==> src/rtl/bram_bank_loader.sv <==
// ============================================================================
//  Module   : bram_bank_loader
//  Purpose  : Streams 128-bit words into 16 interleaved BRAM bank write ports.
//  Option   : BRAM_LOADER_CHECKSUM_EN adds a running 32-bit lane checksum.
//  Revision : 1.0  initial release
// ============================================================================
`default_nettype none

module bram_bank_loader #(
    parameter int DW    = 128,
    parameter int AW    = 9,
    parameter int NB    = 16,
    parameter int DEPTH = 512
) (
    input  logic          clk,
    input  logic          rst,
    input  logic          iStart,
    input  logic [13:0]   iWordCnt,
    input  logic          i_valid,
    input  logic [DW-1:0] i_data,
    output logic          o_ready,
    output logic [NB-1:0] o_ena,
    output logic [NB-1:0] o_wea,
    output logic [AW-1:0] o_addra,
    output logic [DW-1:0] o_dia,
    output logic          oBusy,
    output logic          oDone,
    output logic [31:0]   o_checksum
);

    localparam int            BW        = $clog2(NB);
    localparam int            CW        = 14;
    localparam logic [CW-1:0] MAX_WORDS = CW'(NB * DEPTH);

    typedef enum logic [1:0] {
        S_IDLE  = 2'd0,
        S_LOAD  = 2'd1,
        S_FLUSH = 2'd2
    } state_t;

    state_t          state_q, state_d;
    logic [CW-1:0]   cnt_q, cnt_d;
    logic [CW-1:0]   k_q, k_d;
    logic [NB-1:0]   ena_q, ena_d;
    logic [AW-1:0]   addr_q, addr_d;
    logic [DW-1:0]   dia_q, dia_d;
    logic            done_q, done_d;
    logic            accept;
    logic [CW-1:0]   start_cnt;

    // Clamping keeps the address field inside the bank depth.
    assign start_cnt = (iWordCnt > MAX_WORDS) ? MAX_WORDS : iWordCnt;
    assign accept    = (state_q == S_LOAD) && i_valid;

    always_comb begin
        state_d = state_q;
        cnt_d   = cnt_q;
        k_d     = k_q;
        ena_d   = '0;
        addr_d  = addr_q;
        dia_d   = dia_q;
        done_d  = 1'b0;
        case (state_q)
            S_IDLE: begin
                if (iStart) begin
                    cnt_d   = start_cnt;
                    k_d     = '0;
                    state_d = (start_cnt == '0) ? S_FLUSH : S_LOAD;
                end
            end
            S_LOAD: begin
                if (accept) begin
                    ena_d  = NB'(1) << k_q[BW-1:0];
                    addr_d = k_q[BW +: AW];
                    dia_d  = i_data;
                    k_d    = k_q + CW'(1);
                    if (k_q == cnt_q - CW'(1)) begin
                        state_d = S_FLUSH;
                    end
                end
            end
            S_FLUSH: begin
                state_d = S_IDLE;
                done_d  = 1'b1;
            end
            default: state_d = S_IDLE;
        endcase
    end

    always_ff @(posedge clk) begin
        if (rst) begin
            state_q <= S_IDLE;
            cnt_q   <= '0;
            k_q     <= '0;
            ena_q   <= '0;
            addr_q  <= '0;
            dia_q   <= '0;
            done_q  <= 1'b0;
        end else begin
            state_q <= state_d;
            cnt_q   <= cnt_d;
            k_q     <= k_d;
            ena_q   <= ena_d;
            addr_q  <= addr_d;
            dia_q   <= dia_d;
            done_q  <= done_d;
        end
    end

    assign o_ready = (state_q == S_LOAD);
    assign oBusy   = (state_q != S_IDLE);
    assign oDone   = done_q;
    assign o_ena   = ena_q;
    assign o_wea   = ena_q;
    assign o_addra = addr_q;
    assign o_dia   = dia_q;

`ifdef BRAM_LOADER_CHECKSUM_EN
    logic [31:0] chk_q, chk_d, lane_sum;

    always_comb begin
        lane_sum = '0;
        for (int i = 0; i < DW / 32; i++) begin
            lane_sum = lane_sum + i_data[i*32 +: 32];
        end
        chk_d = chk_q;
        if ((state_q == S_IDLE) && iStart) begin
            chk_d = '0;
        end else if (accept) begin
            chk_d = chk_q + lane_sum;
        end
    end

    always_ff @(posedge clk) begin
        if (rst) begin
            chk_q <= '0;
        end else begin
            chk_q <= chk_d;
        end
    end

    assign o_checksum = chk_q;
`else
    assign o_checksum = 32'd0;
`endif

endmodule

`default_nettype wire

==> config.mk <==
export PLATFORM = sky130hd
export DESIGN_NAME = bram_bank_loader
export DESIGN_NICKNAME = d
export VERILOG_FILES = /design/src/rtl/bram_bank_loader.sv
export SDC_FILE = /design/constraint.sdc
export NUM_CORES = 1
export LEC_CHECK = 0
export ABC_AREA = 1
export BUFFER_PORTS_ARGS = -buffer_cell sky130_fd_sc_hd__buf_4
export CORE_UTILIZATION = 40
export CTS_CLUSTER_SIZE = 28
export DETAILED_ROUTE_END_ITERATION = 8
export PLACE_DENSITY = 0.81
export SLEW_MARGIN = 20
export SYNTH_ARGS = -nofsm -noshare
export SYNTH_HDL_FRONTEND = slang
export SYNTH_SLANG_ARGS = --single-unit
export TNS_END_PERCENT = 100
==> constraint.sdc <==
create_clock -name clk -period 1.8 [get_ports clk]
set_input_delay 0.18 -clock clk [delete_from_list [all_inputs] [get_ports clk]]
set_output_delay 0.18 -clock clk [all_outputs]
set_load 0.03 [all_outputs]
==> run_results.csv, run 1 <==
group,metric,value,unit
timing,max_freq,582.5,MHz
synth,yosysUniqueCellTypes,34,
cts,clock-sinks,184,
placement,hpwl,15.81,mm
run_status,status,"complete, but fails checks",
detailed_routing,wire_per_inst,16.28,um
pwr,swShare,33.71,%
setup_path,cp-start-kind,"input pin",
synth,syn_area_per_cell,7.593,um2
timing,rsz0062_at_grt,"yes",
synth,synth_warnings,0,
cells_and_area,final_cell_mix,"buf_4 (324), nor2_1 (295), dfxtp_1 (184)",
cts,cts_buffers,17,
cells_and_area,final_common_cell,"buf_4",
run,max_cap_viol_count,0,
cts,insertion_delay,430,ps
timing,slew_viol_final,0,
cts,clk_pin_slew,70,ps
setup_path,slowest_stage,"dlygate4sd3_1",
floorplan,fp-row-count,49,
setup_path,crit_path_max_incr_delay,540,ps
pwr,pwr-share-seq,41.4,%
setup_path,ff2ff_setup_slack,150,ps
cts,post_cts_buffers,0,
setup_path,critPathKind,"input pin to flip-flop",
floorplan,start_util,41.14,%
pwr,combPwrFrac,24.9,%
pwr,power.internal,0.007364,W
timing,setup_ws,83.24,ps
detailed_routing,routed_wirelength,26.62,mm
global_route,first_global_vias,8207,
cts,clk_path_buf_depth,2,
setup_path,critical_path_arrival,2040,ps
setup_path,path_cells,"dlygate4sd3_1, buf_4, nor3_1, inv_1, nor2_1, nand2_1, nand2_1, clkinvlp_4, o32ai_1",
setup_path,end_kind,"flip-flop",
global_route,grt_pass1_wl,41.52,mm
cells_and_area,layout-drive-gt1-share,28.31,%
timing,finalCriticalPeriod,1717,ps
global_route,antenna_found_initial,0,
timing,finalSetupViolations,0,
synth,yosys.area.top_type,"dfxtp_1",
cells_and_area,n_fill_cell,1364,
cts,h-tree-depth,4,
detailed_routing,antenna_left,0,
placement,pre_cts_ws,150.9,ps
global_route,grt_use_total,27.36,%
placement,finalWeightedCongestion,0.8965,
pwr,switching_power,0.003745,W
synth,ys_ff_latch,184,
cts,cts_tree,"yes",
run_status,violations,"DRC",
pwr,power_density,945.9,mW/mm2
synth,synth_top_area_share,49.50,%
detailed_routing,first_pass_iters,7,
floorplan,die_h,138.4,um
placement,dp.cells,1473,
detailed_routing,drc,31,
min_path,hp-class,"input pin to flip-flop",
cells_and_area,diodes,0,
synth,netlist_area,0.007441,mm2
timing,hold_viol,0,
pwr,peakVddDrop,0.6503,mV
placement,io_buffers,317,
timing,skew,12.80,ps
setup_path,cp_data_required_time,2130,ps
pwr,power.leakage,5.744,nW
setup_path,path_max_fanout,10,
floorplan,dieArea,0.01915,mm2
cts,cts_root_buf,"clkbuf_16",
synth,synth_cells,980,
pwr,p_clk_share,33.7,%
synth,synth_seq_area_share,49.50,%
detailed_routing,first_iter_violations,564,
synth,synthTopCellsByArea,"dfxtp_1 (50%), nor2_1 (15%), o21ai_0 (10%)",
detailed_routing,vias_per_cell,5.051,
timing,period_share,95.38,%
global_route,grt_max_degree,81,
timing,relSlewSlack,66.57,%
floorplan,ios,350,
cells_and_area,areaGrowthSynthToFinish,57.84,%
global_route,gr-total-overflow,0,
detailed_routing,via_count,8259,
cells_and_area,nets,1546,
setup_path,crit_top_cell,"nand2_1",
cells_and_area,fin_cells,1635,
timing,tightest_slew,501.5,ps
floorplan,core_area,0.01809,mm2
floorplan,die-width,138.4,um
==> sequential cells by signal, summed over array words and instances (netlist names) <==
signal and flops:
cnt_q 14, k_q 14, oDone 1, o_addra 9, o_dia 128, o_ena 16
state_q 2
==> what timing repair did <==
item | CTS | global route
hold buffers | 130 | 0
setup endpoints to repair | 0 | 12
hold endpoints to repair | 132 | 0
gates resized for setup | 0 | 6
==> stage by stage <==
stage | utilization (%) | setup TNS [ps] | total power (W) | cell area, um2 | hold slack, ps
after floorplan | - | 0 | 0.006117 | 7557 | 249.1
final | 64.94 | 0 | 0.01111 | 11750 | 31.30
after detailed placement | 54.32 | 0 | 0.007088 | 9824 | 407.5
after global placement | 54.32 | 0 | 0.007054 | 9824 | 399.5
after global routing | 64.94 | -37.38 | 0.01155 | 11750 | 20.70
after CTS | 64.79 | 0 | 0.01106 | 11720 | 8.416
==> path summary, 6_finish.rpt <==
kind,end,from,cells past startpoint
worst max register to register,k_q[12]$_SDFFE_PP0P_,k_q[1]$_SDFFE_PP0P_,11
worst max-delay path,cnt_q[8]$_SDFFE_PP0P_,iWordCnt[6],9
worst min-delay path,o_dia[111]$_SDFFE_PP0P_,i_data[111],3
worst min register to register,oDone$_SDFF_PP0_,state_q[1]$_SDFFE_PP0P_,2
==> Yosys cell counts, drive strengths merged <==
master and number:
nand4 5, clkbuf 40, nor2 308, nand2 71, ha 7, a32o 1
clkinv 1, conb 1, and2 1, dfxtp 184, o32ai 10, or2 2
nor3 17, nand3b 1, nand3 27, xor2 7, buf 57, a21oi 16
xnor2 6, inv 65, a211oi 2, a31oi 1, o21ai 150
==> routing by layer <==
metal | part of all wire (%) | vias to the layer above | track usage, %
met4 | 7.1 | 0 | 19.81
met5 | 0 | - | 0
li1 | - | 3869 | -
met2 | 49 | 452 | 47.53
met1 | 38 | 3812 | 29.49
met3 | 6.4 | 126 | 6.027
==> power by group through the flow <==
stage	logic (W)	registers [W]	clock network (W)
after global routing	0.00292	0.00463	0.00400
after CTS	0.00267	0.00457	0.00382
after global placement	0.00241	0.00465	0
after floorplan	0.000889	0.00523	0
final	0.00276	0.00460	0.00375
after detailed placement	0.00243	0.00465	0
==> kinds of logic (layout without fill, tap and decap cells) <==
family | after synthesis | count (layout) | synth area share (%)
other | 1 | 32 | 0.05040
flip-flops | 184 | 184 | 49.50
AO/OA/AOI/OAI | 180 | 180 | 12.88
XOR/XNOR | 13 | 13 | 1.530
AND/OR/NAND/NOR | 432 | 432 | 23.96
buffers and inverters | 163 | 558 | 10.90
adder cells (fa/ha/maj) | 7 | 7 | 1.177
==> cell type report <==
class | instances | area (um2) | share of cell area (%)
repair buffers | 460 | 3845 | 32.74
clock inverters | 14 | 152.6 | 1.300
well taps | 229 | 286.5 | 2.440
multi-input cells | 664 | 3083 | 26.25
clock buffers | 18 | 439.2 | 3.739
flip-flops and latches | 184 | 3684 | 31.36
inverters | 66 | 255.2 | 2.173
==> worst max-delay path, delay by kind of cell <==
| family | cells | cell delay (ps) |
|---|---|---|
| buffers and inverters | 4 | 1000 |
| and+or+nand+nor | 4 | 570 |
| AOI/OAI and AO/OA | 1 | 290 |
Power figures use the tool's default switching activity.
==> inputs of run 2 (changes only) <==
--- a/config.mk
+++ b/config.mk
@@ -11,6 +11,7 @@
 export CTS_CLUSTER_SIZE = 28
 export DETAILED_ROUTE_END_ITERATION = 8
 export PLACE_DENSITY = 0.81
+export REMOVE_ABC_BUFFERS = 1
 export SLEW_MARGIN = 20
 export SYNTH_ARGS = -nofsm -noshare
 export SYNTH_HDL_FRONTEND = slang
==> run 2 against run 1 <==
Against the previous run:
- critical path depth increased by 1
- sequential share of layout area about the same
- largest power group unchanged
- power increased by 0.51%
- worst setup slack improved by 40 ps
- clock-buffer cell count increased by 1
- clock power increased by 2%
- register-to-register slack got worse by 30 ps
- routed wire length decreased by 4.8%
- the flow still finishes with violations (DRC)
- cell count about the same
- sequential power about the same
- maximum frequency increased by 2.4%
- first-iteration DRC count decreased by 22%
==> run_results.csv, run 2 (synthesis results as in run 1) <==
group,metric,value,unit
run_status,status,"complete, but fails checks",
run_status,violations,"DRC",
pwr,total_power,0.01117,W
detailed_routing,drc,34,
global_route,grt_use_total,26.20,%
timing,worst_hold_slack,12.83,ps
detailed_routing,via_count,8124,
detailed_routing,routed_wirelength,25.35,mm
timing,finalCriticalPeriod,1676,ps
setup_path,r2r-end,"state_q[0]$_SDFFE_PP0P_",
detailed_routing,first_pass_iters,9,
cells_and_area,final_common_cell,"buf_4",
detailed_routing,vias_per_cell,4.966,
timing,finalSetupViolations,0,
global_route,grt_pass1_wl,40.12,mm
setup_path,path_cells,"inv_1, ha_2, a21oi_2, o21ai_0, nor2_1, nand3_1, nor2_1, nand4_1, nand3_1, nand2_1",
floorplan,dieArea,0.01915,mm2
floorplan,die-width,138.4,um
global_route,antenna_found_initial,1,
cells_and_area,final_cell_mix,"buf_4 (324), nor2_1 (295), dfxtp_1 (184)",
setup_path,crit_path_end,"state_q[0]$_SDFFE_PP0P_",
detailed_routing,first_iter_violations,442,
placement,io_buffers,317,
cts,cts_buffers,17,
timing,rsz0062_at_grt,"no",
cts,clk_pin_slew,70,ps
placement,finalWeightedCongestion,0.9482,
setup_path,path_max_fanout,5,
cells_and_area,n_fill_cell,1362,
detailed_routing,wire_per_inst,15.49,um
timing,max_freq,596.5,MHz
cells_and_area,finish.instance_area,0.01176,mm2
global_route,first_global_vias,8050,
timing,period_share,93.13,%
setup_path,critical_path_arrival,2000,ps
cts,clock-sinks,184,
cts,clk_path_buf_depth,2,
setup_path,r2r_cells,10,
cts,cts_tree,"yes",
setup_path,ff2ff_setup_slack,120,ps
floorplan,die_h,138.4,um
global_route,grt_max_degree,80,
setup_path,regToRegStartpoint,"cnt_q[0]$_SDFFE_PP0P_",
cts,insertion_delay,440,ps
setup_path,startpoint,"cnt_q[0]$_SDFFE_PP0P_",
setup_path,cp-start-kind,"flip-flop",
cells_and_area,nets,1546,
floorplan,fp-row-count,49,
floorplan,core_area,0.01809,mm2
timing,slew_viol_final,0,
setup_path,crit_path_max_incr_delay,320,ps
cells_and_area,areaGrowthSynthToFinish,57.98,%
floorplan,start_util,41.14,%
cells_and_area,layout-drive-gt1-share,28.38,%
cts,cts_root_buf,"clkbuf_16",
setup_path,critPathKind,"flip-flop to flip-flop",
pwr,combPwrFrac,24.5,%
timing,hold_viol,0,
placement,hpwl,14.75,mm
setup_path,slowest_stage,"dfxtp_1",
global_route,gr-total-overflow,0,
detailed_routing,antenna_left,0,
timing,setup_ws,123.6,ps
pwr,swShare,32.03,%
setup_path,end_kind,"flip-flop",
placement,dpl-instance-area,0.009837,mm2
timing,skew,14.07,ps
pwr,power.leakage,5.732,nW
cells_and_area,final_util,64.99,%
floorplan,ios,350,
pwr,peakVddDrop,0.7537,mV
pwr,switching_power,0.003576,W
cts,h-tree-depth,4,
pwr,pwr-share-seq,41.1,%
setup_path,cp_data_required_time,2120,ps
run,max_cap_viol_count,0,
pwr,p_clk_share,34.4,%
pwr,power.internal,0.007590,W
pwr,power_density,949.9,mW/mm2
cells_and_area,largest_reg_flops,128,
min_path,hp-class,"input pin to flip-flop",
placement,pre_cts_ws,111.2,ps
==> run 2: final cells by class <==
class | count | area (um2) | share of cell area (%)
repair inverters | 1 | 5.005 | 0.04258
clock buffers | 19 | 442.9 | 3.768
clock inverters | 13 | 156.4 | 1.330
well taps | 229 | 286.5 | 2.437
multi-input cells | 664 | 3079 | 26.19
repair buffers | 459 | 3844 | 32.70
flip-flops and latches | 184 | 3684 | 31.34
inverters | 66 | 255.2 | 2.171
diodes | 1 | 2.502 | 0.02129
==> run 2: how the worst min path moves through the flow <==
stage,depth (start not counted),slack [ps],end,startpoint
after floorplan,1,250,k_q[1]$_SDFFE_PP0P_,rst
after global placement,3,400,o_dia[82]$_SDFFE_PP0P_,i_data[82]
after detailed placement,3,410,o_dia[5]$_SDFFE_PP0P_,i_data[5]
after CTS,3,0.9,o_dia[24]$_SDFFE_PP0P_,i_data[24]
after global routing,2,20,cnt_q[11]$_SDFFE_PP0P_,iWordCnt[11]
final,2,10,cnt_q[11]$_SDFFE_PP0P_,iWordCnt[11]
==> run 2: worst max-delay path: cells and delay by family (launching register included) <==
kind	cells	cell delay [ps]
and+or+nand+nor	6	590
DFF	1	320
adders and majority gates	1	310
AOI/OAI and AO/OA	2	220
buffers and inverters	1	140
==> run 2: layer usage <==
layer | vias up | GRT usage, % | routed length (um) | part of all wire (%)
met3 | 79 | 5.611 | 1747 | 6.9
li1 | 3868 | - | - | -
met5 | - | 0 | 0 | 0
met1 | 3780 | 28.57 | 9476 | 37
met4 | 0 | 16.03 | 1185 | 4.7
met2 | 397 | 46.57 | 12940 | 51
==> run 2: what timing repair did <==
item	in CTS	in global routing
setup endpoints to repair	0	12
resized for setup	0	6
hold buffers	128	1
endpoints found under the hold margin	130	1
buffers inserted	0	0
==> run 2: power groups by stage <==
| stage | clock network (W) | registers [W] | logic [W] |
|---|---|---|---|
| 3_5_place_dp | 0 | 0.00465 | 0.00241 |
| 2_1_floorplan | 0 | 0.00523 | 0.000795 |
| 5_1_grt | 0.00404 | 0.00462 | 0.00291 |
| 3_3_place_gp | 0 | 0.00464 | 0.00238 |
| 4_1_cts | 0.00391 | 0.00457 | 0.00265 |
| 6_report | 0.00384 | 0.00459 | 0.00273 |
==> run 2: metrics by stage <==
stage,std cells,setup TNS (ps)
2_1_floorplan,914,-203510
3_3_place_gp,1473,0
3_5_place_dp,1473,0
4_1_cts,1633,0
5_1_grt,1636,0
6_report,1636,0
